## src/rtl/direct_mapped_cache_if.sv

```systemverilog
// rtl/direct_mapped_cache_if.sv - CPU request and RAM bus bundle for direct_mapped_cache
interface direct_mapped_cache_if #(
    parameter int ADDR_WIDTH = 14,
    parameter int DATA_WIDTH = 16
);
    logic                  cpu_req;
    logic                  cpu_we;
    logic [ADDR_WIDTH-1:0] cpu_addr;
    logic [DATA_WIDTH-1:0] cpu_wdata;
    logic [DATA_WIDTH-1:0] cpu_rdata;
    logic                  cpu_ready;
    logic                  cpu_hit;
    logic                  mem_cs;
    logic                  mem_we;
    logic                  mem_oe;
    logic [ADDR_WIDTH-1:0] mem_addr;
    logic [DATA_WIDTH-1:0] mem_wdata;
    logic [DATA_WIDTH-1:0] mem_rdata;

    // master is the CPU plus RAM environment, slave is the cache controller
    modport master (
        output cpu_req, cpu_we, cpu_addr, cpu_wdata, mem_rdata,
        input  cpu_rdata, cpu_ready, cpu_hit, mem_cs, mem_we, mem_oe, mem_addr, mem_wdata
    );
    modport slave (
        input  cpu_req, cpu_we, cpu_addr, cpu_wdata, mem_rdata,
        output cpu_rdata, cpu_ready, cpu_hit, mem_cs, mem_we, mem_oe, mem_addr, mem_wdata
    );
endinterface

```

## src/rtl/direct_mapped_cache.sv

```systemverilog
// rtl/direct_mapped_cache.sv - direct-mapped write-through cache controller with hit/miss statistics
module direct_mapped_cache #(
    parameter int ADDR_WIDTH = 14,
    parameter int DATA_WIDTH = 16,
    parameter int INDEX_BITS = 4,
    parameter int MEM_LAT    = 1,
    parameter int CNT_WIDTH  = 16
) (
    input  logic                 clk,
    input  logic                 rst,
    direct_mapped_cache_if.slave bus,
    input  logic                 flush_i,
    input  logic                 stats_clr_i,
    output logic [CNT_WIDTH-1:0] hit_count_o,
    output logic [CNT_WIDTH-1:0] miss_count_o
);
    localparam int LINES    = 1 << INDEX_BITS;
    localparam int TAG_BITS = ADDR_WIDTH - INDEX_BITS;
    localparam int LAT_W    = $clog2(MEM_LAT + 1);

    typedef enum logic [1:0] {IDLE, MEM_RD, MEM_WR, DONE} state_t;

    state_t                  state_q;
    logic [LINES-1:0]        valid_q;
    logic [TAG_BITS-1:0]     tag_q  [LINES];
    logic [DATA_WIDTH-1:0]   data_q [LINES];
    logic [LAT_W-1:0]        lat_q;
    logic [DATA_WIDTH-1:0]   cpu_rdata_q;
    logic                    cpu_ready_q;
    logic                    cpu_hit_q;
    logic                    mem_cs_q;
    logic                    mem_we_q;
    logic                    mem_oe_q;
    logic [ADDR_WIDTH-1:0]   mem_addr_q;
    logic [DATA_WIDTH-1:0]   mem_wdata_q;
    logic [CNT_WIDTH-1:0]    hit_cnt_q;
    logic [CNT_WIDTH-1:0]    hit_cnt_d;
    logic [CNT_WIDTH-1:0]    miss_cnt_q;
    logic [CNT_WIDTH-1:0]    miss_cnt_d;

    logic [INDEX_BITS-1:0]   req_idx;
    logic [TAG_BITS-1:0]     req_tag;
    logic                    lookup_hit;
    logic                    accept;
    logic                    fill;
    logic                    line_we;
    logic [INDEX_BITS-1:0]   line_idx;
    logic [TAG_BITS-1:0]     line_tag;
    logic [DATA_WIDTH-1:0]   line_data;

    assign req_idx    = bus.cpu_addr[INDEX_BITS-1:0];
    assign req_tag    = bus.cpu_addr[ADDR_WIDTH-1:INDEX_BITS];
    assign lookup_hit = valid_q[req_idx] && (tag_q[req_idx] == req_tag);
    assign accept     = (state_q == IDLE) && !flush_i && bus.cpu_req;
    assign fill       = (state_q == MEM_RD) && (lat_q == '0);

    // Stores allocate at acceptance; load misses allocate when the RAM word arrives.
    // mem_addr_q still holds the latched miss address at fill time.
    assign line_we   = (accept && bus.cpu_we) || fill;
    assign line_idx  = fill ? mem_addr_q[INDEX_BITS-1:0] : req_idx;
    assign line_tag  = fill ? mem_addr_q[ADDR_WIDTH-1:INDEX_BITS] : req_tag;
    assign line_data = fill ? bus.mem_rdata : bus.cpu_wdata;

    always_comb begin
        hit_cnt_d  = hit_cnt_q;
        miss_cnt_d = miss_cnt_q;
        if (stats_clr_i) begin
            hit_cnt_d  = '0;
            miss_cnt_d = '0;
        end else if (accept && !bus.cpu_we) begin
            if (lookup_hit) begin
                if (hit_cnt_q != '1) hit_cnt_d = hit_cnt_q + 1'b1;
            end else if (miss_cnt_q != '1) begin
                miss_cnt_d = miss_cnt_q + 1'b1;
            end
        end
    end

    always_ff @(posedge clk) begin
        if (line_we) begin
            tag_q[line_idx]  <= line_tag;
            data_q[line_idx] <= line_data;
        end
    end

    always_ff @(posedge clk or posedge rst) begin
        if (rst) begin
            state_q     <= IDLE;
            valid_q     <= '0;
            lat_q       <= '0;
            cpu_rdata_q <= '0;
            cpu_ready_q <= 1'b0;
            cpu_hit_q   <= 1'b0;
            mem_cs_q    <= 1'b0;
            mem_we_q    <= 1'b0;
            mem_oe_q    <= 1'b0;
            mem_addr_q  <= '0;
            mem_wdata_q <= '0;
            hit_cnt_q   <= '0;
            miss_cnt_q  <= '0;
        end else begin
            hit_cnt_q  <= hit_cnt_d;
            miss_cnt_q <= miss_cnt_d;
            if ((state_q == IDLE) && flush_i) begin
                valid_q <= '0;
            end else if (line_we) begin
                valid_q[line_idx] <= 1'b1;
            end
            case (state_q)
                IDLE: begin
                    if (accept) begin
                        cpu_hit_q  <= lookup_hit;
                        mem_addr_q <= bus.cpu_addr;
                        if (bus.cpu_we) begin
                            mem_cs_q    <= 1'b1;
                            mem_we_q    <= 1'b1;
                            mem_oe_q    <= 1'b0;
                            mem_wdata_q <= bus.cpu_wdata;
                            state_q     <= MEM_WR;
                        end else if (lookup_hit) begin
                            cpu_rdata_q <= data_q[req_idx];
                            cpu_ready_q <= 1'b1;
                            state_q     <= DONE;
                        end else begin
                            mem_cs_q <= 1'b1;
                            mem_oe_q <= 1'b1;
                            lat_q    <= LAT_W'(MEM_LAT);
                            state_q  <= MEM_RD;
                        end
                    end
                end
                MEM_RD: begin
                    // Controls span MEM_LAT cycles; the word is taken one edge after they drop
                    if (lat_q != '0) begin
                        lat_q <= lat_q - 1'b1;
                        if (lat_q == LAT_W'(1)) begin
                            mem_cs_q <= 1'b0;
                            mem_oe_q <= 1'b0;
                        end
                    end else begin
                        cpu_rdata_q <= bus.mem_rdata;
                        cpu_hit_q   <= 1'b0;
                        cpu_ready_q <= 1'b1;
                        state_q     <= DONE;
                    end
                end
                MEM_WR: begin
                    mem_cs_q    <= 1'b0;
                    mem_we_q    <= 1'b0;
                    cpu_ready_q <= 1'b1;
                    state_q     <= DONE;
                end
                DONE: begin
                    cpu_ready_q <= 1'b0;
                    state_q     <= IDLE;
                end
                default: state_q <= IDLE;
            endcase
        end
    end

    assign bus.cpu_rdata = cpu_rdata_q;
    assign bus.cpu_ready = cpu_ready_q;
    assign bus.cpu_hit   = cpu_hit_q;
    assign bus.mem_cs    = mem_cs_q;
    assign bus.mem_we    = mem_we_q;
    assign bus.mem_oe    = mem_oe_q;
    assign bus.mem_addr  = mem_addr_q;
    assign bus.mem_wdata = mem_wdata_q;
    assign hit_count_o   = hit_cnt_q;
    assign miss_count_o  = miss_cnt_q;
endmodule

```

## src/flat_wrapper.sv

```systemverilog
// flat-port wrapper written by rule: the top's interface ports become plain ports
module direct_mapped_cache_flat 
#(
    parameter int ADDR_WIDTH = 14,
    parameter int DATA_WIDTH = 16,
    parameter int INDEX_BITS = 4,
    parameter int MEM_LAT    = 1,
    parameter int CNT_WIDTH  = 16
)
  (clk, rst, flush_i, stats_clr_i, hit_count_o, miss_count_o, bus_cpu_req, bus_cpu_we, bus_cpu_addr, bus_cpu_wdata, bus_mem_rdata, bus_cpu_rdata, bus_cpu_ready, bus_cpu_hit, bus_mem_cs, bus_mem_we, bus_mem_oe, bus_mem_addr, bus_mem_wdata);
  direct_mapped_cache_if #(.ADDR_WIDTH(ADDR_WIDTH), .DATA_WIDTH(DATA_WIDTH)) bus_i ();
  input  logic clk;
  input  logic rst;
  input  logic flush_i;
  input  logic stats_clr_i;
  output logic [CNT_WIDTH-1:0] hit_count_o;
  output logic [CNT_WIDTH-1:0] miss_count_o;
  input wire logic [$bits(bus_i.cpu_req)-1:0] bus_cpu_req;
  input wire logic [$bits(bus_i.cpu_we)-1:0] bus_cpu_we;
  input wire logic [$bits(bus_i.cpu_addr)-1:0] bus_cpu_addr;
  input wire logic [$bits(bus_i.cpu_wdata)-1:0] bus_cpu_wdata;
  input wire logic [$bits(bus_i.mem_rdata)-1:0] bus_mem_rdata;
  output wire logic [$bits(bus_i.cpu_rdata)-1:0] bus_cpu_rdata;
  output wire logic [$bits(bus_i.cpu_ready)-1:0] bus_cpu_ready;
  output wire logic [$bits(bus_i.cpu_hit)-1:0] bus_cpu_hit;
  output wire logic [$bits(bus_i.mem_cs)-1:0] bus_mem_cs;
  output wire logic [$bits(bus_i.mem_we)-1:0] bus_mem_we;
  output wire logic [$bits(bus_i.mem_oe)-1:0] bus_mem_oe;
  output wire logic [$bits(bus_i.mem_addr)-1:0] bus_mem_addr;
  output wire logic [$bits(bus_i.mem_wdata)-1:0] bus_mem_wdata;
  assign bus_i.cpu_req = bus_cpu_req;
  assign bus_i.cpu_we = bus_cpu_we;
  assign bus_i.cpu_addr = bus_cpu_addr;
  assign bus_i.cpu_wdata = bus_cpu_wdata;
  assign bus_i.mem_rdata = bus_mem_rdata;
  assign bus_cpu_rdata = bus_i.cpu_rdata;
  assign bus_cpu_ready = bus_i.cpu_ready;
  assign bus_cpu_hit = bus_i.cpu_hit;
  assign bus_mem_cs = bus_i.mem_cs;
  assign bus_mem_we = bus_i.mem_we;
  assign bus_mem_oe = bus_i.mem_oe;
  assign bus_mem_addr = bus_i.mem_addr;
  assign bus_mem_wdata = bus_i.mem_wdata;
  direct_mapped_cache #(.ADDR_WIDTH(ADDR_WIDTH), .DATA_WIDTH(DATA_WIDTH), .INDEX_BITS(INDEX_BITS), .MEM_LAT(MEM_LAT), .CNT_WIDTH(CNT_WIDTH)) u_core (.clk(clk), .rst(rst), .bus(bus_i), .flush_i(flush_i), .stats_clr_i(stats_clr_i), .hit_count_o(hit_count_o), .miss_count_o(miss_count_o));
endmodule
```

## config.mk

```make
export PLATFORM = sky130hd
export DESIGN_NAME = direct_mapped_cache_flat
export DESIGN_NICKNAME = d
export VERILOG_FILES = /design/src/rtl/direct_mapped_cache_if.sv /design/src/rtl/direct_mapped_cache.sv /design/src/flat_wrapper.sv
export SDC_FILE = /design/constraint.sdc
export NUM_CORES = 1
export LEC_CHECK = 0
export CAP_MARGIN = 20
export CELL_PAD_IN_SITES_DETAIL_PLACEMENT = 0
export CELL_PAD_IN_SITES_GLOBAL_PLACEMENT = 1
export CORE_MARGIN = 10
export CORE_UTILIZATION = 51
export CTS_CLUSTER_SIZE = 14
export DETAILED_ROUTE_END_ITERATION = 8
export PLACE_DENSITY = 0.81
export REMOVE_ABC_BUFFERS = 1
export SYNTH_ARGS = -nofsm -noshare
export SYNTH_HDL_FRONTEND = slang
export SYNTH_SLANG_ARGS = --single-unit
```

## constraint.sdc

```tcl
create_clock -name clk -period 4.37 [get_ports clk]
set_clock_uncertainty 0.2 [all_clocks]
set_input_delay 0.874 -clock clk [delete_from_list [all_inputs] [get_ports clk]]
set_output_delay 0.874 -clock clk [all_outputs]
set_load 0.05 [all_outputs]
```

==> results.toml <==
[setup_path]
crit_required_ns = 4.64
reg2reg_depth = 9
slowest_delay_ns = 0.55
slowest_stage = "or4_4"
crit_path_max_fanout = 17
start_kind = "input port"
crit_chain = "buf_2, buf_4, buf_4, mux2_2, o21ai_0, a211oi_1, or3_1, nand2_1, or4_4, o22a_1, buf_4, mux2_1"
criticalPathCategory = "input port to flip-flop"
cp_data_arrival_time_ns = 4.05
cpMostUsedCell = "buf_4"
timing.reg2reg.setup_slack_ns = 0.82
worstSetupEndpointType = "flip-flop"

[power_and_ir_drop]
leakagePower_nw = 9.12
ir_worst_vdd_uv = 398
power_density_nw_per_um2 = 575
total_power_mw = 14.8

[finish]
fill_cells = 2952
post_route_cells_drive_above_1_share = 0.239
area_delta_synth_final_pct = 19.9
utilization = 0.616
diodes = 0
fin_cells = 2018
fin_nets = 1494

[yosys]
synth.most_common_cell = "edfxtp_1"
synth_top_area_frac = 0.582
synth_commonest_cells = "416 x edfxtp_1, 141 x nand2_1, 118 x mux4_2"
seq_area_frac_synth = 0.701
synthesis.area_um2 = 21500
netlist_instances = 1239
synth-seq-cells = 518
synth_area_per_cell_um2 = 17.3
ys_types = 64
yosys-top-cells-area = "edfxtp_1 58%, mux4_2 12%, dfrtp_1 12%"
ys_dominant_reg_cell = "edfxtp_1"
yosysTopAreaCell = "edfxtp_1"
async_flop_share = 0.197
synth-edff-count = 416
yosys_warnings = 0

[sta]
min_period_over_period = 0.866
drv_slew = 0
layout_setup_ws_ns = 0.586
relSlewSlack = 0.456
hold_viol_final = 0
setup_violations = 0
setup-tns-final_ns = 0
tightest_slew_ns = 0.815
max_freq_mhz = 264
final.min_clock_period_ns = 3.78
rsz0062_at_grt = "no"

[floorplanning]
chipWidth_um = 225
die_h_um = 225
core_area_um2 = 41800
start_util = 0.514
die-area_um2 = 50700
fp-row-count = 75
io_pins = 135

[global_route]
grt_antenna_before_repair = 1
grt_max_degree = 54
grt_pass1_vias = 12200
grt_use_total = 0.209
grt_pass1_wl_um = 78700
grt-ovfl-total = 0

[detailed_routing]
first_pass_iters = 5
ant_nets = 0
wl_per_cell_um = 26.3
drc_errors = 0
num_vias = 12100
wirelength_um = 53100
viasPerCell = 6.01
drtIter0Drc = 1399

[flow_run]
cap_violations = 0

[cts]
cts.sinks = 518
post-cts-setup-buffer-count = 0
clk_latency_ns = 0.59
ctsHoldBuffers = 0
ctsResizeCount = 0
cts_tree = "yes"
cts_buffer_depth = 3
clk_pin_slew_ns = 0.06
root_buffer = "clkbuf_16"
cts.htree.levels = 2
cts_buffers = 52

[status]
status = "complete, no violations"

[hold_path]
min_path_type = "flip-flop to flip-flop"
hold_depth = 1

[place]
gp_congestion = 0.829
pre_cts_ws_ns = -0.0179
hpwl_um = 32600
io_buffers = 134
place_inst = 1920
## area by class of cell
type | count | area, um2 | share of cell area
clock buffer | 74 | 1490 | 0.0578
clock inverter | 24 | 338 | 0.0131
inverter | 9 | 36.3 | 0.00141
multi-input combinational | 642 | 6130 | 0.238
sequential | 518 | 15000 | 0.585
tap | 539 | 674 | 0.0262
timing repair buffer | 212 | 2020 | 0.0785
## through the flow
step / area [um2] / hold WS (ns)
2_1_floorplan: 21100 / 0.259
3_3_place_gp: 23900 / 0.268
3_5_place_dp: 23900 / 0.276
4_1_cts: 25700 / 0.288
5_1_grt: 25700 / 0.304
6_report: 25700 / 0.287
## registers in the layout, summed over array words and instances, names as in the netlist, 2 cells and up
| name | flops |
|---|---|
| u_core.bus.cpu_rdata | 16 |
| u_core.bus.mem_addr | 14 |
| u_core.bus.mem_wdata | 16 |
| u_core.data_q | 256 |
| u_core.hit_count_o | 16 |
| u_core.miss_count_o | 16 |
| u_core.state_q | 2 |
| u_core.tag_q | 160 |
| u_core.valid_q | 16 |
## placed cells by master (no fill, tap or decap), types with 19 or more instances in the layout
master | netlist | layout
edfxtp_1 | 416 | 416
dfrtp_1 | 102 | 102
mux4_2 | 118 | 118
buf_4 | 0 | 71
clkdlybuf4s50_1 | 0 | 131
a21oi_1 | 19 | 19
nand2_1 | 141 | 141
nor2_1 | 50 | 34
mux2i_1 | 23 | 23
mux2_1 | 24 | 24
clkbuf_16 | 0 | 54
nor2b_1 | 28 | 27
mux2_2 | 38 | 38
## path summary, 6_finish.rpt
kind / startpoint / endpoint
max: bus_cpu_addr[2] / u_core.bus.cpu_rdata[13]$_DFFE_PP0P_
min: u_core.valid_q[7]$_DFFE_PP0P_ / u_core.valid_q[7]$_DFFE_PP0P_
max reg2reg: u_core.tag_q[3][7]$_DFFE_PP_ / u_core.bus.cpu_rdata[13]$_DFFE_PP0P_
min reg2reg: u_core.valid_q[7]$_DFFE_PP0P_ / u_core.valid_q[7]$_DFFE_PP0P_
max in group asynchronous: rst / u_core.bus.mem_wdata[3]$_DFFE_PP0P_
min in group asynchronous: rst / u_core.miss_count_o[5]$_DFFE_PP0P_
## routing by layer
metal	up-vias	GRT usage	routed length [um]
li1	5253	-	-
met1	6297	0.286	22500
met2	493	0.337	25900
met3	81	0.0375	3570
met4	2	0.0660	1170
met5	-	0	13
## cell families after synthesis
| logic type | Yosys count | synth area share |
|---|---|---|
| multiplexers | 213 | 0.174 |
| adder cells (fa/ha/maj) | 7 | 0.00408 |
| AND/OR/NAND/NOR | 320 | 0.0714 |
| AO/OA/AOI/OAI | 91 | 0.0286 |
| flip-flops | 518 | 0.701 |
| buffers and inverters | 79 | 0.0165 |
| XOR/XNOR | 11 | 0.00449 |
## worst max-delay path, delay by kind of cell
family                 cells  cell delay [ns]
buffers and inverters      4             1.16
AND/OR/NAND/NOR            3             0.82
AO/OA/AOI/OAI              3             0.65
multiplexers               2             0.52
## where the power goes
| part | internal, mW | switching, mW |
|---|---|---|
| Sequential | 6.29 | 0.289 |
| Clock | 2.85 | 1.86 |
| Combinational | 1.19 | 2.33 |
| Total | 10.3 | 4.48 |
Note: power is estimated with default switching activity, not from simulation.
